`config.mk`:
```
export PLATFORM = sky130hd
export DESIGN_NAME = sample_serializer
export DESIGN_NICKNAME = d
export VERILOG_FILES = /design/src/rtl/sample_serializer.sv
export SDC_FILE = /design/constraint.sdc
export NUM_CORES = 1
export LEC_CHECK = 0
export ABC_AREA = 1
export CAP_MARGIN = 20
export CORE_ASPECT_RATIO = 0.8
export CORE_MARGIN = 3
export CORE_UTILIZATION = 40
export DETAILED_ROUTE_END_ITERATION = 10
export PLACE_DENSITY_LB_ADDON = 0.1
export SYNTH_ARGS = -nofsm -noshare
export SYNTH_HDL_FRONTEND = slang
export SYNTH_SLANG_ARGS = --single-unit
```
`constraint.sdc`:
```
create_clock -name clk -period 1.65 [get_ports clk]
set_input_delay 0.165 -clock clk [delete_from_list [all_inputs] [get_ports clk]]
set_output_delay 0.165 -clock clk [all_outputs]
set_load 0.005 [all_outputs]
```
`src/rtl/sample_serializer.sv`:
```
`default_nettype none
// sample_serializer: fetches DDS samples and streams each one as a mono L/R DAC frame.
// Left-justified by default; define I2S_DELAY_EN for one-bit-delayed I2S data.
module sample_serializer #(
  parameter int N        = 16,
  parameter int BCLK_DIV = 4
) (
  input  logic         clk,
  input  logic         reset,
  input  logic         enable,
  input  logic [N-1:0] sample,
  input  logic         new_sample_ready,
  output logic         sampling_pulse,
  output logic         bclk,
  output logic         lrck,
  output logic         sdata,
  output logic         underrun,
  output logic         overrun
);

  localparam int DW = (BCLK_DIV > 1) ? $clog2(BCLK_DIV) : 1;
  localparam int BW = $clog2(2 * N);
  localparam logic [DW-1:0] DIV_LAST = DW'(BCLK_DIV - 1);
  localparam logic [BW-1:0] BIT_LAST = BW'(2 * N - 1);
  localparam logic [BW-1:0] BIT_HALF = BW'(N);

  typedef enum logic [0:0] {
    IDLE = 1'b0,
    RUN  = 1'b1
  } state_t;

  state_t         state;
  state_t         state_next;
  logic [N-1:0]   holding;
  logic [2*N-1:0] shift;
  logic [DW-1:0]  div_cnt;
  logic [BW-1:0]  bit_cnt;
  logic [BW-1:0]  bit_inc;
  logic           fresh;
  logic           enter;
  logic           leave;
  logic           bit_fall;
  logic           frame_wrap;
  logic           frame_start;

  always_ff @(posedge clk) begin
    if (reset) state <= IDLE;
    else       state <= state_next;
  end

  always_comb begin
    state_next = state;
    enter      = 1'b0;
    leave      = 1'b0;
    bit_fall   = 1'b0;
    frame_wrap = 1'b0;
    case (state)
      IDLE: begin
        if (enable) begin
          state_next = RUN;
          enter      = 1'b1;
        end
      end
      RUN: begin
        if (!enable) begin
          state_next = IDLE;
          leave      = 1'b1;
        end else if (div_cnt == DIV_LAST && bclk) begin
          bit_fall   = 1'b1;
          frame_wrap = (bit_cnt == BIT_LAST);
        end
      end
      default: state_next = IDLE;
    endcase
    frame_start = enter | frame_wrap;
  end

  assign bit_inc = bit_cnt + BW'(1);

  always_ff @(posedge clk) begin
    if (reset) begin
      holding        <= '0;
      shift          <= '0;
      fresh          <= 1'b0;
      div_cnt        <= '0;
      bit_cnt        <= '0;
      bclk           <= 1'b0;
      lrck           <= 1'b0;
      sampling_pulse <= 1'b0;
      underrun       <= 1'b0;
      overrun        <= 1'b0;
    end else begin
      sampling_pulse <= frame_start;
      // The first frame after RUN entry is never an underrun.
      underrun       <= frame_wrap & ~fresh;
      overrun        <= new_sample_ready & fresh & ~frame_start;

      // A capture on a frame-start edge survives for the next frame.
      if (new_sample_ready) begin
        holding <= sample;
        fresh   <= 1'b1;
      end else if (frame_start) begin
        fresh   <= 1'b0;
      end

      if (frame_start)   shift <= {holding, holding};
      else if (bit_fall) shift <= {shift[2*N-2:0], 1'b0};
      else if (leave)    shift <= '0;

      if (state == IDLE || leave) begin
        div_cnt <= '0;
        bit_cnt <= '0;
        bclk    <= 1'b0;
        lrck    <= 1'b0;
      end else if (div_cnt == DIV_LAST) begin
        div_cnt <= '0;
        bclk    <= ~bclk;
        if (bit_fall) begin
          bit_cnt <= frame_wrap ? '0 : bit_inc;
          lrck    <= frame_wrap ? 1'b0 : (bit_inc >= BIT_HALF);
        end
      end else begin
        div_cnt <= div_cnt + DW'(1);
      end
    end
  end

`ifdef I2S_DELAY_EN
  logic sdata_dly;

  always_ff @(posedge clk) begin
    if (reset || state == IDLE || leave) sdata_dly <= 1'b0;
    else if (bit_fall)                   sdata_dly <= shift[2*N-1];
  end

  assign sdata = sdata_dly;
`else
  assign sdata = shift[2*N-1];
`endif

endmodule
`default_nettype wire

```
==> results.md <==
- Peak fanout along the critical path: 8
- Slack of the worst reg-to-reg path: -0.05 ns
- TritonCTS Buffers: 9
- Crit path cell chain: ha_4, nand2_2, nor2_2, ha_2, nand3_2, a21oi_4, buf_12, nand2_2, nand3_1, nand2_1, inv_1
- Port Buffer Count: 25
- Crit path kind: reg -> reg
- Netlist cell types: 23
- Slew @ Worst Pin: 0.382 ns
- # IOs: 26
- Slew Viols, Final: 0
- Max-Cap Viols: 0
- Antenna cells: 0
- Status: complete, but fails checks
- Post-route DRC: 0
- Vias in the first global route: 2155
- ANT nets after route: 0
- Final nets: between 400 and 500
- Worst r2r dst: shift[28]$_SDFFE_PP0P_
- R2r startpoint: bit_cnt[1]$_SDFFE_PP0P_
- Ys Warns: 0
- Failing checks: setup timing
- Crit path DAT: around 2.0 ns
- Peak Freq: 588 MHz
- Number of H-tree levels: 3
- Vias/cell: 5.13
- Fin. Hold Viols: 0
- Post-DR wirelength/cell: around 14 um
- Type of the most critical hold path: in -> reg
- Syn_area_per_cell: approximately 7.5 um2
- TritonCTS clock tree: yes
- Leakage: 1.80 nW
- WP data required: approximately 1.9 ns
- Critical Path End Type: flip-flop
- DR iter-0 viols: 112
- Die Wd: between 90 and 100 um
- Clk_skew: about 0.0056 ns
- Slowest stage delay, CP: approximately 0.37 ns
- Syn nets: between 300 and 400
- Drt first pass iters: 4
- Die H: 79.2 um
- Setup TNS: -0.597 ns
- Cell mode on critical path: nand2_2
- Fin util: a little over half
- Initial antenna violation count: 0
- Sequential cell area fraction in the yosys report: around 46%
- Rows: 26
- HP Start: sample[14]
- Overflow after GRT: 0
- Initial core utilization: between 40% and 50%
- Hold Crit Depth: 3
- Worst vdd ir: 0.489 mV
- Layout Cells excl Fill: approximately 470
- Commonest non-fill, non-tap cell in the layout: dfxtp_1
- Most frequent cells in the layout: dfxtp_1 (59), nor2_1 (42), nand3_1 (41), nand2_1 (39), inv_1 (37)
- Slew margin rel.: 74.4%
- Synth Cell Area: 2680 um2
- Placed wire-length estimate: ~3.8 mm
- Area Overhead vs Synth: 31.0%
- Reg2Reg Depth: 11
- CTS root buf: clkbuf_8
- First-pass GRT wire length: around 10 mm
- Layout cell share with drive strength beyond 1: approximately 21%
- Placed cells: roughly 450
- Clock buffer depth: 2
- RSZ-0062 raised after global routing: yes
- Setup violations, final: 21
- Clock sink count: 61
- Clk slew on worst S/H paths: around 0.060 ns
- Largest net degree at the start of global routing: 49
- Pwr dens: 883 nW/um2
- Die Area: just under 8000 um2
- Fin crit period: ~1.7 ns
- Worst-Skew Late Latency: 0.33 ns
- GR Util All Layers: ~17%
- Syn Inst Count: between 300 and 400
- Register bit total from synthesis: 61
- Placeable Area: 6440 um2
- Final Cycle Share: 103%
- Startpoint types: flip-flop
- Worst Hold End: holding[14]$_SDFFE_PP0P_
- Critical-path top delay cell: dfxtp_4
- Gpl congestion: 0.724
- Final WL: roughly 6.4 mm
- Via count: 2427
- Fin worst setup slack: -0.0507 ns
==> layout make-up <==
type,count,area (um2)
Tap cell,84,105
Fill cell,612,2930
Sequential cell,61,1230
Multi-Input combinational cell,233,1360
Timing Repair Buffer,40,485
Clock inverter,1,5.00
Clock buffer,14,173
Inverter,40,150
==> cells by family (layout without fill, tap and decap cells) <==
logic type | Yosys count | count (layout) | share of synthesized area [%]
AOI/OAI and AO/OA | 24 | 24 | 4.90
xor gates and xnor gates | 1 | 1 | 0.327
adders and majority gates | 3 | 3 | 1.40
buffers and inverters | 65 | 95 | 11.3
DFF | 61 | 61 | 45.6
and+or+nand+nor | 205 | 205 | 36.5
==> how the worst max path moves through the flow <==
stage	from	endpoint	slack, ns	depth (start not counted)
after floorplan	bit_cnt[0]$_SDFFE_PP0P_	shift[11]$_SDFFE_PP0P_	0.11	11
after global placement	bit_cnt[0]$_SDFFE_PP0P_	shift[25]$_SDFFE_PP0P_	0.03	11
after detailed placement	bit_cnt[0]$_SDFFE_PP0P_	shift[15]$_SDFFE_PP0P_	0.005	11
after CTS	bit_cnt[0]$_SDFFE_PP0P_	shift[15]$_SDFFE_PP0P_	0.01	11
after global routing	bit_cnt[1]$_SDFFE_PP0P_	shift[12]$_SDFFE_PP0P_	-0.13	11
final	bit_cnt[1]$_SDFFE_PP0P_	shift[28]$_SDFFE_PP0P_	-0.05	11
==> per-stage QoR <==
| stage | area, um2 | total power, mW | setup slack, ns | hold WS [ns] |
|---|---|---|---|---|
| 4_1_cts | 3240 | 3.10 | 0.0129 | 0.398 |
| 5_1_grt | 3510 | 3.24 | -0.132 | 0.399 |
| 6_report | 3510 | 3.10 | -0.0507 | 0.413 |
| 2_1_floorplan | 2680 | 1.77 | 0.106 | 0.234 |
| 3_3_place_gp | 3050 | 1.89 | 0.0274 | 0.414 |
| 3_5_place_dp | 3050 | 1.89 | 0.00489 | 0.418 |
==> registers in the layout (all words and copies together), names as in the netlist <==
signal / count
holding: 16
shift: 32
fresh: 1
state: 1
sampling_pulse: 1
bit_cnt: 4
overrun: 1
bclk: 1
div_cnt: 2
lrck: 1
underrun: 1
==> worst max-delay path: cells and delay by family, from the launching register on <==
| kind | cells | cell delay, ns |
|---|---|---|
| flip-flops | 1 | 0.37 |
| buffers and inverters | 2 | 0.23 |
| AO/OA/AOI/OAI | 1 | 0.23 |
| AND/OR/NAND/NOR | 6 | 0.49 |
| adder cells (fa/ha/maj) | 2 | 0.34 |
==> per-layer routing <==
metal	up-vias	part of all wire, %	global-route usage [%]
met4	0	1.0	5.53
met5	-	0	0
met1	1129	52	23.2
met2	49	42	23.4
li1	1243	-	-
met3	6	4.5	6.23
==> synth_stat cells <==
master    instances  area, um2
nand2_1          47        176
buf_4             3       22.5
o21ai_0          18       90.1
nor3_1            5       25.0
nor2_2            1       6.26
inv_1            38        143
a21oi_1           5       25.0
buf_6             4       45.0
inv_2             1       3.75
clkinv_1          1       3.75
dfxtp_1          61       1220
nor3b_1           1       7.51
nand3_1          63        315
nand4_1          32        200
buf_2            14       70.1
a21oi_4           1       16.3
nand3_2           1       10.0
nor2_1           43        161
xor2_1            1       8.76
clkbuf_1          3       11.3
buf_1             1       3.75
ha_1              3       37.5
nand2_2          12       75.1
==> what timing repair did <==
| item | 4_1_cts | 5_1_grt |
|---|---|---|
| endpoints found under the setup margin | 14 | 32 |
| buffers inserted | 0 | 2 |
| hold buffers | 0 | 0 |
| resized for setup | 3 | 47 |
| cloned | 0 | 2 |
| pin swaps | 0 | 4 |
| hold endpoints to repair | 0 | 0 |
==> report_power, final <==
part	internal (mW)	leakage, nW	switching, mW
combinational	0.146	1.20	0.169
clock	0.659	0.0926	0.542
sequential	1.53	0.501	0.0513
Power figures use the tool's default switching activity.
